===== src/rtl/mem_access_unit.sv =====
// Load/store unit between a CPU request/response handshake and a single-port data memory.
// One request in flight; every output is a register.
module mem_access_unit #(
    parameter int unsigned DEPTH = 50
) (
    input  logic       clk,
    input  logic       rst_n,
    input  logic       req_valid,
    output logic       req_ready,
    input  logic       req_store,
    input  logic [5:0] req_addr,
    input  logic [7:0] req_wdata,
    output logic       resp_valid,
    input  logic       resp_ready,
    output logic [7:0] resp_rdata,
    output logic       resp_err,
    output logic       mem_write,
    output logic       mem_read,
    output logic [5:0] endereco,
    output logic [7:0] valor_escrita,
    input  logic [7:0] valor_saida,
    output logic [7:0] load_count,
    output logic [7:0] store_count
);

    typedef enum logic [1:0] {StIdle, StIssue, StWait, StResp} state_e;

    state_e     state_q, state_d;
    logic       store_q, store_d;
    logic       req_ready_d, resp_valid_d, resp_err_d, mem_write_d, mem_read_d;
    logic [7:0] resp_rdata_d, valor_escrita_d, load_count_d, store_count_d;
    logic [5:0] endereco_d;
    logic       req_fire, addr_err;

    assign req_fire = req_valid && req_ready;
    assign addr_err = 32'(req_addr) >= DEPTH;

    always_ff @(posedge clk) begin
        if (!rst_n) begin
            state_q       <= StIdle;
            store_q       <= 1'b0;
            req_ready     <= 1'b1;
            resp_valid    <= 1'b0;
            resp_err      <= 1'b0;
            resp_rdata    <= 8'h00;
            mem_write     <= 1'b0;
            mem_read      <= 1'b0;
            endereco      <= 6'd0;
            valor_escrita <= 8'h00;
            load_count    <= 8'h00;
            store_count   <= 8'h00;
        end else begin
            state_q       <= state_d;
            store_q       <= store_d;
            req_ready     <= req_ready_d;
            resp_valid    <= resp_valid_d;
            resp_err      <= resp_err_d;
            resp_rdata    <= resp_rdata_d;
            mem_write     <= mem_write_d;
            mem_read      <= mem_read_d;
            endereco      <= endereco_d;
            valor_escrita <= valor_escrita_d;
            load_count    <= load_count_d;
            store_count   <= store_count_d;
        end
    end

    always_comb begin
        state_d = state_q;
        unique case (state_q)
            StIdle:  if (req_fire) state_d = addr_err ? StResp : StIssue;
            StIssue: state_d = store_q ? StResp : StWait;
            StWait:  state_d = StResp;
            StResp:  if (resp_ready) state_d = StIdle;
        endcase
    end

    // Outputs are computed from the transition being taken so they register with the state.
    always_comb begin
        store_d         = store_q;
        req_ready_d     = (state_d == StIdle);
        resp_valid_d    = (state_d == StResp);
        resp_err_d      = resp_err;
        resp_rdata_d    = resp_rdata;
        mem_write_d     = 1'b0;
        mem_read_d      = 1'b0;
        endereco_d      = endereco;
        valor_escrita_d = valor_escrita;
        load_count_d    = load_count;
        store_count_d   = store_count;
        unique case (state_q)
            StIdle: begin
                if (req_fire) begin
                    store_d         = req_store;
                    endereco_d      = req_addr;
                    valor_escrita_d = req_wdata;
                    resp_rdata_d    = 8'h00;
                    resp_err_d      = addr_err;
                    mem_write_d     = !addr_err && req_store;
                    mem_read_d      = !addr_err && !req_store;
                end
            end
            StIssue: begin
            end
            StWait: begin
                resp_rdata_d = valor_saida;
            end
            StResp: begin
                if (resp_ready && !resp_err) begin
                    if (store_q) begin
                        if (store_count != 8'hFF) store_count_d = store_count + 8'd1;
                    end else begin
                        if (load_count != 8'hFF) load_count_d = load_count + 8'd1;
                    end
                end
            end
        endcase
    end

endmodule


===== config.mk =====
export PLATFORM = sky130hd
export DESIGN_NAME = mem_access_unit
export DESIGN_NICKNAME = d
export VERILOG_FILES = /design/src/rtl/mem_access_unit.sv
export SDC_FILE = /design/constraint.sdc
export NUM_CORES = 1
export LEC_CHECK = 0
export CELL_PAD_IN_SITES_DETAIL_PLACEMENT = 0
export CELL_PAD_IN_SITES_GLOBAL_PLACEMENT = 1
export CORE_MARGIN = 5
export CORE_UTILIZATION = 28
export DETAILED_ROUTE_END_ITERATION = 16
export HOLD_SLACK_MARGIN = 0.08
export PLACE_DENSITY_LB_ADDON = 0.05
export SYNTH_ARGS = -nofsm -noshare
export SYNTH_HDL_FRONTEND = slang
export SYNTH_SLANG_ARGS = --single-unit

===== constraint.sdc =====
create_clock -name clk -period 1.6 [get_ports clk]
set_clock_uncertainty 0.2 [all_clocks]
set_input_delay 0.4 -clock clk [delete_from_list [all_inputs] [get_ports clk]]
set_output_delay 0.4 -clock clk [all_outputs]
set_load 0.05 [all_outputs]

==> results.py, run 1 <==
metrics = {
    "synth": {
        "synth.distinct_cells": 33,
        "postSynthAreaPerCell_um2": 8.40,
        "synthesis.nets": 247,
        "ys_seq_area_share_pct": 50.3,
        "synth_area_mm2": 0.00183,
        "yosys_register_bits": 46,
        "synth_cells": 218,
        "ys_warn_count": 0,
    },
    "worst_setup_path": {
        "r2r-start": "resp_err",
        "cp_max_fo": 4,
        "rrSetupSlack_ns": -0.11,
        "path_cells": "and4b_4 -> buf_6 -> o2111ai_4 -> or3_1 -> a21oi_1",
        "rr_worst_depth": 5,
        "path_class": "reg2reg",
        "r2r-end": "store_count[7]",
        "end_kind": "flip-flop",
        "cp-start-kind": "flip-flop",
        "critPathMaxStageDelay_ns": 0.39,
        "worstPathArrival_ns": 1.74,
        "crit_required_ns": 1.63,
        "crit_slowest_cell": "or3_1",
    },
    "clock_network": {
        "cts_root_buf": "clkbuf_8",
        "clock-sinks": 46,
        "clk_pin_slew_worst_paths_ns": 0.09,
        "numCtsBuffers": 5,
        "htreeDepth": 2,
        "cts_max_path_buffers": 2,
        "tritoncts": "yes",
        "clk_latency_ns": 0.30,
    },
    "floorplan": {
        "dieArea_mm2": 0.00825,
        "core_mm2": 0.00635,
        "floorplan.die.height_um": 90.9,
        "pin_count": 70,
        "initial_core_util_pct": 28.8,
        "placementRows": 29,
        "die_x_um": 90.9,
    },
    "power_and_ir_drop": {
        "p_comb_share_pct": 30.5,
        "p_sw_share_pct": 30.1,
        "power_frac_clock_pct": 29.3,
        "p_int_mw": 2.25,
        "pwr-share-seq_pct": 40.3,
        "leakage_nw": 1.40,
        "power_density_mw_per_mm2": 884,
        "ir_drop_mv": 0.602,
        "p_sw_mw": 0.969,
    },
    "finish": {
        "diodes": 0,
        "drive_above_1_share_pct": 40.1,
        "fin_util_pct": 57.4,
        "final_nets": 357,
        "layout_commonest_cell": "buf_12",
        "final_cell_mix": "buf_12, nand2_1, buf_4, a21oi_1, dfxtp_1",
        "area_growth_syn_to_layout_pct": 99.2,
        "final_design_area_no_fill_mm2": 0.00365,
    },
    "grt": {
        "grt_pass1_wl_um": 8830,
        "grt_max_degree": 31,
        "antenna_found_initial": 0,
        "grt-busiest-layer": "met2",
        "met1_usage_pct": 16.6,
        "use_met2_pct": 20.2,
        "grt_usage_pct": 13.0,
        "first_global_vias": 1830,
        "met3_usage_pct": 5.58,
        "grt_overflow": 0,
    },
    "min_path": {
        "hold_end": "endereco[2]",
        "hold_depth": 3,
        "hp-start": "req_addr[2]",
        "worstHoldPathType": "in2reg",
    },
    "placement": {
        "placed_cell_area_mm2": 0.00339,
        "routabilityCongestion": 0.703,
        "hpwl_um": 3960,
        "port_buffers": 69,
    },
    "routing": {
        "ant_nets": 0,
        "drc_errors": 0,
        "via_per_inst": 4.72,
        "first_iter_violations": 62,
        "drt-total-wl_um": 5270,
        "wl_per_cell_um": 13.0,
        "dr.pass1.iters": 4,
        "vias": 1915,
    },
    "sta": {
        "min_period_ns": 1.71,
        "setup_ws_ns": -0.108,
        "max_freq_mhz": 586,
        "relSlewSlack_pct": 78.1,
        "slew_violations": 0,
        "rsz0062_at_grt": "yes",
        "finalHoldViolCount": 0,
        "finalCritPeriodShare_pct": 107,
        "setup_viol": 12,
        "worst_pin_slew_ns": 0.328,
    },
    "run": {
        "drv_cap": 0,
    },
    "run_status": {
        "outcome": "finished, violations left",
        "violations": "setup timing",
    },
}
how the worst max path moves through the flow:
stage | slack (ns) | end | cells past startpoint | startpoint
global placement | -0.57 | load_count[5] | 5 | resp_ready
CTS | -0.16 | load_count[5] | 4 | resp_err
finish | -0.11 | store_count[7] | 5 | resp_err
floorplan | -0.10 | load_count[5] | 4 | resp_err
detailed placement | -0.59 | load_count[5] | 5 | resp_ready
global route | -0.17 | store_count[1] | 6 | store_count[1]
metal layers:
metal	up-vias	part of all wire [%]
met3	4	8.6
met2	63	45
met1	869	46
li1	979	-
met5	-	0
met4	0	0.80
timing repair:
| item | CTS | global route |
|---|---|---|
| buffers inserted | 3 | 3 |
| endpoints found under the setup margin | 19 | 43 |
| hold buffers | 0 | 0 |
| pin swaps | 9 | 15 |
| resized for setup | 4 | 18 |
area by class of cell:
cell class	count	area, um2
clock inverter	2	33.8
clock buffer	6	93.8
timing repair buffer	115	1500
sequential	46	963
fill	533	2700
multi-input combinational	154	940
tap	77	96.3
inverter	6	22.5
logic make-up (layout without fill, tap and decap cells):
family | after synthesis | after routing | synth area share (%)
AOI/OAI and AO/OA | 53 | 53 | 16.6
xor gates and xnor gates | 3 | 3 | 1.44
adders and majority gates | 2 | 2 | 1.37
buffers and inverters | 18 | 129 | 4.24
DFF | 46 | 46 | 50.3
muxes | 2 | 2 | 1.09
and+or+nand+nor | 94 | 94 | 24.9
stage by stage:
stage / setup TNS, ns / setup WS (ns) / power (mW) / instances / hold WS (ns)
finish: -0.569 / -0.108 / 3.22 / 406 / 0.201
global placement: -15.75 / -0.568 / 2.27 / 393 / 0.279
floorplan: -0.744 / -0.100 / 1.75 / 218 / 0.271
detailed placement: -16.01 / -0.593 / 2.27 / 393 / 0.283
global route: -1.78 / -0.170 / 3.39 / 406 / 0.202
CTS: -0.772 / -0.155 / 3.24 / 404 / 0.296
Yosys cell counts:
cell	number	area, um2
a21oi_1	35	175
a31oi_1	1	6.26
and2_1	1	6.26
and2b_2	1	8.76
and3_1	2	12.5
and3_2	1	7.51
and4b_4	1	13.8
buf_2	2	10.0
buf_6	1	11.3
clkbuf_1	9	33.8
dfxtp_1	46	921
ha_1	2	25.0
inv_1	6	22.5
mux2i_1	2	20.0
nand2_1	43	161
nand3_1	15	75.1
nand4_1	3	18.8
nand4bb_1	1	11.3
nor2_1	12	45.0
nor2b_1	1	6.26
nor3_1	1	5.00
nor4bb_1	1	10.0
o2111ai_1	1	8.76
o211ai_1	1	7.51
o211ai_4	1	21.3
o21ai_0	8	40.0
o22ai_1	1	6.26
o311ai_0	1	8.76
o31ai_1	4	30.0
or2b_2	1	8.76
or3_1	7	43.8
or4_1	3	22.5
xor2_1	3	26.3
power by group through the flow:
stage	Sequential, mW	Combinational (mW)	Clock (mW)
global placement	1.32	0.951	0
global route	1.31	1.05	1.03
finish	1.30	0.982	0.944
CTS	1.30	0.958	0.987
floorplan	1.53	0.222	0
detailed placement	1.32	0.952	0
state kept, by name, indices dropped and copies added (netlist names), 2 cells and up:
name,flops
endereco,6
load_count,8
resp_rdata,8
state_q,2
store_count,8
valor_escrita,8
worst max-delay path, delay by kind of cell (launching register included):
family / cells / cell delay, ns
AOI/OAI and AO/OA: 2 / 0.23
buffers and inverters: 1 / 0.12
DFF: 1 / 0.34
and+or+nand+nor: 2 / 0.75
(Power assumes the default switching activity.)
==> run 2: changes to the inputs <==
CAP_MARGIN = 10   (was not set)
==> results of run 2 <==
Final layout, timing and power as in run 1 (identical DEF).
